$ cat src/rtl/d_cmp_iter.sv
// d_cmp_iter - iterative multi-mode operand comparator for the decode-stage
// branch path. Two WIDTH-bit operands are compared CHUNK bits per cycle,
// most significant chunk first, and the branch outcome is registered once
// the last needed chunk has been examined.
//
// Ports:
//   clk     clock, rising edge
//   reset   synchronous active-low reset
//   start   request; accepted in IDLE or DONE
//   mode    compare mode (latched on accept)
//   A, B    operands (latched on accept; B forced to 0 in zero modes)
//   busy    high while the compare is running
//   done    one-cycle pulse when the outcome is valid
//   result  branch condition outcome
//   eq      A == B
//   lt_s    A < B, signed
//   lt_u    A < B, unsigned
//   err     illegal mode on the last completed op
module d_cmp_iter #(
  parameter int WIDTH = 32,
  parameter int CHUNK = 8,
  parameter int EARLY = 0
) (
  input  logic             clk,
  input  logic             reset,
  input  logic             start,
  input  logic [3:0]       mode,
  input  logic [WIDTH-1:0] A,
  input  logic [WIDTH-1:0] B,
  output logic             busy,
  output logic             done,
  output logic             result,
  output logic             eq,
  output logic             lt_s,
  output logic             lt_u,
  output logic             err
);

  localparam int NCHUNK = WIDTH / CHUNK;
  localparam int IDX_W  = (NCHUNK > 1) ? $clog2(NCHUNK) : 1;
  localparam logic [IDX_W-1:0] IDX_LAST = IDX_W'(NCHUNK - 1);

  typedef enum logic [1:0] {S_IDLE, S_RUN, S_DONE} state_t;

  state_t           state_reg, state_next;
  logic [WIDTH-1:0] a_reg, b_reg;
  logic [3:0]       mode_reg;
  logic [IDX_W-1:0] idx_reg;
  logic             decided_reg;
  logic             ltu_reg;

  logic             load;
  logic             finish;
  logic [CHUNK-1:0] cur_a, cur_b;
  logic             chunk_diff;
  logic             decided_now, ltu_now;
  logic             eq_next, lt_s_next, result_next, err_next;
  logic             zero_mode;

  // Zero modes (LEZ/GTZ/LTZ/GEZ) compare A against a literal zero.
  assign zero_mode = (mode >= 4'd6) && (mode <= 4'd9);

  // Select the chunk under examination.
  generate
    if (NCHUNK == 1) begin : g_single
      assign cur_a = a_reg;
      assign cur_b = b_reg;
    end else begin : g_multi
      logic [CHUNK-1:0] a_chunk [NCHUNK];
      logic [CHUNK-1:0] b_chunk [NCHUNK];
      for (genvar gi = 0; gi < NCHUNK; gi++) begin : g_slice
        assign a_chunk[gi] = a_reg[gi*CHUNK +: CHUNK];
        assign b_chunk[gi] = b_reg[gi*CHUNK +: CHUNK];
      end
      assign cur_a = a_chunk[idx_reg];
      assign cur_b = b_chunk[idx_reg];
    end
  endgenerate

  // The first differing chunk (from the MSB side) decides the unsigned order;
  // later chunks cannot change it.
  assign chunk_diff  = (cur_a != cur_b);
  assign decided_now = decided_reg | chunk_diff;
  assign ltu_now     = decided_reg ? ltu_reg : (chunk_diff && (cur_a < cur_b));

  assign finish = (state_reg == S_RUN) &&
                  ((idx_reg == '0) || ((EARLY != 0) && chunk_diff));

  // Signed order differs from unsigned only when the sign bits differ, in
  // which case the negative operand (sign bit set) is the smaller one.
  always_comb begin
    eq_next     = !decided_now;
    lt_s_next   = (a_reg[WIDTH-1] != b_reg[WIDTH-1]) ? a_reg[WIDTH-1] : ltu_now;
    result_next = 1'b0;
    err_next    = 1'b0;
    case (mode_reg)
      4'd0:         result_next = eq_next;
      4'd1:         result_next = !eq_next;
      4'd2, 4'd8:   result_next = lt_s_next;
      4'd3, 4'd9:   result_next = !lt_s_next;
      4'd4:         result_next = ltu_now;
      4'd5:         result_next = !ltu_now;
      4'd6, 4'd10:  result_next = lt_s_next | eq_next;
      4'd7, 4'd11:  result_next = !(lt_s_next | eq_next);
      default:      err_next    = 1'b1;
    endcase
  end

  always_ff @(posedge clk) begin
    if (!reset) state_reg <= S_IDLE;
    else        state_reg <= state_next;
  end

  always_comb begin
    state_next = state_reg;
    busy       = 1'b0;
    done       = 1'b0;
    load       = 1'b0;
    case (state_reg)
      S_IDLE: begin
        if (start) begin
          load       = 1'b1;
          state_next = S_RUN;
        end
      end
      S_RUN: begin
        busy = 1'b1;
        if (finish) state_next = S_DONE;
      end
      S_DONE: begin
        done = 1'b1;
        if (start) begin
          load       = 1'b1;
          state_next = S_RUN;
        end else begin
          state_next = S_IDLE;
        end
      end
      default: state_next = S_IDLE;
    endcase
  end

  always_ff @(posedge clk) begin
    if (!reset) begin
      a_reg       <= '0;
      b_reg       <= '0;
      mode_reg    <= '0;
      idx_reg     <= IDX_LAST;
      decided_reg <= 1'b0;
      ltu_reg     <= 1'b0;
      result      <= 1'b0;
      eq          <= 1'b0;
      lt_s        <= 1'b0;
      lt_u        <= 1'b0;
      err         <= 1'b0;
    end else begin
      if (load) begin
        a_reg       <= A;
        b_reg       <= zero_mode ? '0 : B;
        mode_reg    <= mode;
        idx_reg     <= IDX_LAST;
        decided_reg <= 1'b0;
        ltu_reg     <= 1'b0;
      end else if (state_reg == S_RUN) begin
        decided_reg <= decided_now;
        ltu_reg     <= ltu_now;
        idx_reg     <= idx_reg - IDX_W'(1);
      end
      if (finish) begin
        result <= result_next;
        eq     <= eq_next;
        lt_s   <= lt_s_next;
        lt_u   <= ltu_now;
        err    <= err_next;
      end
    end
  end

endmodule

$ cat config.mk
export PLATFORM = sky130hd
export DESIGN_NAME = d_cmp_iter
export DESIGN_NICKNAME = d
export VERILOG_FILES = /design/src/rtl/d_cmp_iter.sv
export SDC_FILE = /design/constraint.sdc
export NUM_CORES = 1
export LEC_CHECK = 0
export ABC_CLOCK_PERIOD_IN_PS = 5100
export CAP_MARGIN = 20
export CORE_ASPECT_RATIO = 1.2
export CORE_MARGIN = 2
export CORE_UTILIZATION = 53
export CTS_CLUSTER_DIAMETER = 80
export DETAILED_ROUTE_END_ITERATION = 16
export PLACE_DENSITY = 0.84
export SLEW_MARGIN = 20
export SYNTH_ARGS = -nofsm -noshare
export SYNTH_HDL_FRONTEND = slang
export SYNTH_SLANG_ARGS = --single-unit
export TNS_END_PERCENT = 10
$ cat constraint.sdc
create_clock -name clk -period 5.1 [get_ports clk]
set_input_delay 1.02 -clock clk [delete_from_list [all_inputs] [get_ports clk]]
set_output_delay 1.02 -clock clk [all_outputs]
set_load 0.02 [all_outputs]
==> results_dict.tcl, run 1 <==
set metrics [dict create \
    cts_buffers 9 \
    path_class "reg -> reg" \
    drv_cap 0 \
    ir_drop_uv 269 \
    r2r_setup_slack_ns 1.84 \
    wl_um 7330 \
    design.core.area_um2 6010 \
    yosys_register_bits 79 \
    synth-edff-count 0 \
    post-route-util_pct 72.4 \
    r2r-start "idx_reg[1]" \
    p_leak_nw 1.74 \
    drtIter0Drc 146 \
    crit_path_end "result" \
    relSlewSlack_pct 43.6 \
    ys_types 40 \
    nets 435 \
    drc 0 \
    skew_ns 0.00757 \
    post-cts-setup-buffers 0 \
    worst-path-stages 9 \
    diodes 0 \
    crit_path_max_fanout 18 \
    rr_endpoint "result" \
    die_area_um2 6880 \
    post-route-period-util_pct 63.9 \
    via_count 2602 \
    grtUsageTotal_pct 22.5 \
    setup_viol 0 \
    antenna_found_initial 0 \
    syn_avg_cell_area_um2 11.5 \
    hold_class "reg -> reg" \
    grt_overflow 0 \
    critPathSlowestCell "dfxtp_1" \
    cp_top_family "multiplexers" \
    required_ns 5.33 \
    status "complete, no violations" \
    synthFlopType "dfxtp_1" \
    gp_congestion 0.907 \
    ys_async_sr_fraction_pct 0 \
    die_x_um 76.1 \
    hpwl_um 5240 \
    path_cells "mux4_2 > inv_1 > ha_1 > nand2b_4 > a2111oi_4 > o31ai_2 > mux2_4 > nor4b_2 > a211oi_1" \
    worst_slew_pin_slew_ns 0.844 \
    clk_path_buf_depth 2 \
    pin_count 78 \
    synth.yosys.seq_area_share_pct 47.9 \
    synth_area_um2 3300 \
    crit_path_end_kind "flip-flop" \
    rsz0062_at_grt "no" \
    drv_slew 0 \
    grt_first_pass_wirelength_um 12400 \
    grt_max_degree 46 \
    post_route_cells_drive_above_1_share_pct 12.5 \
    area_growth_pct 31.9 \
    rows 31 \
    post_cts_resized 0 \
    clk_latency_ns 0.35 \
    cellPowerDensity_nw_per_um2 346 \
    startpoint_type "flip-flop" \
    grt_pass1_vias 2660 \
    worstPathArrival_ns 3.49 \
    port_buffers 77 \
    r2r_cells 9 \
    critPathBufInv 1 \
    via_per_inst 5.90 \
    yosysWarningCount 0 \
    final_cells 441 \
    htreeDepth 3 \
    cts_num_sinks 79 \
    postRouteAntennaNets 0 \
    ctsHoldBuffers 0 \
    synth_fp_nets 367 \
    firstDrtPassIters 4 \
    cts_tree "done" \
    dp.cells 426 \
    timing.fmax_mhz 307 \
    die_h_um 90.5 \
    start_util_pct 54.9 \
    wl_per_cell_um 16.6 \
    tns_ns 0 \
    path_clk_slew_ns 0.08 \
    syn_inst 287 \
    nFillCells 442 \
    crit_path_start "idx_reg[1]" \
    hold_viol 0 \
    clk_root_buffer_cell "clkbuf_8" \
    fin_crit_ns 3.26 \
    cp_slowest_stage_delay_ns 0.88 \
]
-- synth_stat cells (2+ instances only) --
library cell	instances	share of area [%]
and2_1	3	0.57
buf_2	4	0.61
xor2_1	2	0.53
a22o_1	68	18
a211oi_1	4	0.91
clkbuf_1	16	1.8
a21oi_1	4	0.61
nor2b_1	2	0.38
o21a_1	2	0.45
a21boi_0	2	0.45
nand2_1	11	1.3
ha_1	9	3.4
o21ai_0	10	1.5
buf_1	2	0.23
nand4_1	2	0.38
inv_1	15	1.7
mux4_2	16	11
nand2b_1	3	0.57
nor2_1	10	1.1
dfxtp_1	79	48
nor3_1	4	0.61
-- final cells by class --
class	count	area [um2]	share of cell area (%)
multi-input combinational	170	1590	36.4
clock inverter	5	106	2.44
timing repair buffer	80	793	18.2
inverter	15	56.3	1.29
sequential	79	1580	36.3
tap	82	103	2.36
clock buffer	10	128	2.93
-- logic make-up after synthesis --
family,share of synthesized area (%)
simple gates,6.71
buf+inv,4.51
flops,47.9
fa+ha+maj,3.75
compound gates,24.7
xor+xnor,0.796
mux,11.7
-- cells in the final DEF, fill, tap and decap left out, types with 2 or more instances in the layout --
master / netlist / routed
bufinv_16: 0 / 3
o21a_1: 2 / 2
and2_1: 3 / 3
nand2b_1: 3 / 3
nand4_1: 2 / 2
mux4_2: 16 / 16
xor2_1: 2 / 2
nand2_1: 11 / 11
a21oi_1: 4 / 3
nor2b_1: 2 / 2
buf_4: 0 / 3
nor3_1: 4 / 4
clkbuf_8: 0 / 9
nor2_1: 10 / 10
dfxtp_1: 79 / 78
ha_1: 9 / 9
a211oi_1: 4 / 4
inv_1: 15 / 15
o21ai_0: 10 / 10
clkdlybuf4s50_1: 0 / 77
a22o_1: 68 / 68
-- worst min-delay path by stage --
stage | startpoint | end | slack [ns] | depth (start not counted)
after floorplan | a_reg[17] | a_reg[17] | 0.44 | 1
after global placement | a_reg[0] | a_reg[0] | 0.46 | 1
after detailed placement | b_reg[3] | b_reg[3] | 0.46 | 1
after CTS | eq | eq | 0.47 | 2
after global routing | b_reg[4] | b_reg[4] | 0.50 | 1
final | eq | eq | 0.47 | 2
-- tightest hold or removal path: cells and delay by family (launching register included) --
family / cells / cell delay [ns]
AO/OA/AOI/OAI: 1 / 0.06
flip-flops: 1 / 0.31
AND/OR/NAND/NOR: 1 / 0.05
-- power breakdown --
group / internal [mW] / switching (mW)
Clock: 0.324 / 0.224
Sequential: 0.658 / 0.0386
Combinational: 0.155 / 0.109
-- per-layer routing --
| layer | vias up | wire (um) | global-route usage, % |
|---|---|---|---|
| met5 | - | 0 | 0 |
| met4 | 0 | 234 | 13.6 |
| met3 | 21 | 321 | 3.90 |
| met2 | 92 | 3860 | 39.0 |
| met1 | 1266 | 2910 | 26.0 |
| li1 | 1223 | - | - |
-- stage by stage --
| stage | setup WS, ns | hold slack (ns) | power, mW | area [um2] |
|---|---|---|---|---|
| finish | 1.84 | 0.467 | 1.51 | 4360 |
| global route | 1.65 | 0.497 | 1.57 | 4360 |
| CTS | 1.62 | 0.475 | 1.51 | 4350 |
| detailed placement | 1.64 | 0.460 | 0.972 | 4120 |
| global placement | 1.73 | 0.456 | 0.961 | 4120 |
| floorplan | 2.10 | 0.444 | 0.872 | 3300 |
Note: power is estimated with default switching activity, not from simulation.
==> run 2, diff against run 1 <==
- ABC_CLOCK_PERIOD_IN_PS: 5100 -> 2810
- CORE_UTILIZATION: 53 -> 45
- PLACE_DENSITY: 0.84 -> 0.76
- clock period: 5.1 -> 2.81 ns (I/O delays scaled with it)
==> run 2 against run 1 <==
Net effect:
- clock skew increased by 0.00050 ns
- sequential share of layout area is 0.82 points lower
- non-clock buffer count grew 7
==> results_dict.tcl, run 2 (synthesis results as in run 1) <==
set metrics [dict create \
    cts_tree "done" \
    setup_slack_ns 0.0859 \
    drv_slew 0 \
    path_class "reg -> reg" \
    clk_latency_ns 0.36 \
    drc 0 \
    nets 442 \
    die_x_um 82.2 \
    port_buffers 77 \
    worstPathArrival_ns 2.97 \
    htreeDepth 3 \
    cts_num_sinks 79 \
    grt_first_pass_wirelength_um 11800 \
    grt_overflow 0 \
    drtIter0Drc 178 \
    start_util_pct 45.9 \
    diodes 0 \
    nFillCells 580 \
    via_per_inst 5.58 \
    grt_pass1_vias 2573 \
    timing.fmax_mhz 367 \
    die_area_um2 8040 \
    wl_um 7360 \
    startpoint_type "flip-flop" \
    clk_path_buf_depth 2 \
    required_ns 3.05 \
    via_count 2548 \
    tns_ns 0 \
    post-route-period-util_pct 96.9 \
    die_h_um 97.8 \
    hold_class "reg -> reg" \
    mostFrequentLayoutCell "dfxtp_1" \
    postRouteAntennaNets 0 \
    worst_slew_pin_slew_ns 0.394 \
    rows 34 \
    post_route_cells_drive_above_1_share_pct 15.3 \
    grt_max_degree 73 \
    crit_path_end_kind "flip-flop" \
    dp_slack_ns -0.0153 \
    design.core.area_um2 7190 \
    hold_viol 0 \
    cellPowerDensity_nw_per_um2 595 \
    total_power_mw 2.66 \
    firstDrtPassIters 4 \
    grtUsageTotal_pct 19.2 \
    p_leak_nw 1.79 \
    ir_drop_uv 300 \
    ctsHoldBuffers 0 \
    clk_root_buffer_cell "clkbuf_8" \
    antenna_found_initial 0 \
    status "complete, no violations" \
    relSlewSlack_pct 73.6 \
    post-cts-setup-buffers 0 \
    final_cell_mix "dfxtp_1 (78), clkdlybuf4s50_1 (77), a22o_1 (68)" \
    path_clk_slew_ns 0.08 \
    gp_congestion 0.785 \
    drv_cap 0 \
    setup_viol 0 \
    cts_buffers 9 \
    skew_ns 0.00808 \
    hpwl_um 5300 \
    pin_count 78 \
    area_growth_pct 35.2 \
    crit_path_max_fanout 5 \
    wl_per_cell_um 16.1 \
    fin_crit_ns 2.72 \
]
[run 2: changes by cell type in the layout (fill, tap and decap cells not counted), moves of 2 or more]
cell	delta
buf_4	+4
clkinv_4	+4
buf_12	+2
bufinv_16	-2
[run 2: stage by stage]
step / cells / util, % / instance area [um2] / hold WS [ns]
final: 457 / 62.1 / 4460 / 0.463
after global routing: 457 / 62.1 / 4460 / 0.489
after CTS: 456 / 61.3 / 4410 / 0.468
after detailed placement: 440 / 58.4 / 4200 / 0.456
after global placement: 440 / 58.4 / 4200 / 0.456
after floorplan: 287 / - / 3310 / 0.444
[run 2: per-layer routing]
layer  GRT usage [%]  routed length (um)
met5               0                   0
met2            34.5                4070
met1            21.1                2880
met3            2.87                 244
met4            9.74                 164
[run 2: worst max-delay path, cell delays in order, from the launching register on]
cell       delay [ns]
dfxtp_4          0.39
buf_12           0.12
mux4_2           0.50
ha_1             0.37
a2111oi_4        0.42
o31ai_4          0.14
mux2_4           0.32
nor4b_2          0.26
a211oi_1         0.09
[run 2: path summary, 6_finish.rpt]
path,depth (start not counted),slack (ns),to,from
hold reg to reg,2,0.46,eq,eq
setup / recovery,8,0.09,result,idx_reg[0]
hold / removal,2,0.46,eq,eq
setup reg to reg,8,0.09,result,idx_reg[0]
[run 2: layout make-up]
| cell class | count | area, um2 | share of cell area (%) |
|---|---|---|---|
| multi-input combinational | 170 | 1610 | 36.1 |
| sequential | 79 | 1590 | 35.5 |
| timing repair buffer | 87 | 888 | 19.9 |
| clock buffer | 10 | 138 | 3.08 |
| tap | 90 | 113 | 2.52 |
| clock inverter | 6 | 70.1 | 1.57 |
| inverter | 15 | 56.3 | 1.26 |
[run 2: where the power goes]
part / internal (mW) / switching [mW]
sequential: 1.19 / 0.0549
clock: 0.439 / 0.429
combinational: 0.315 / 0.224
total: 1.95 / 0.708
[run 2: repair_timing]
| action | in CTS | in global routing |
|---|---|---|
| pin swaps | 0 | 3 |
| setup endpoints to repair | 1 | 2 |
| resized for setup | 1 | 4 |
| cloned | 0 | 1 |
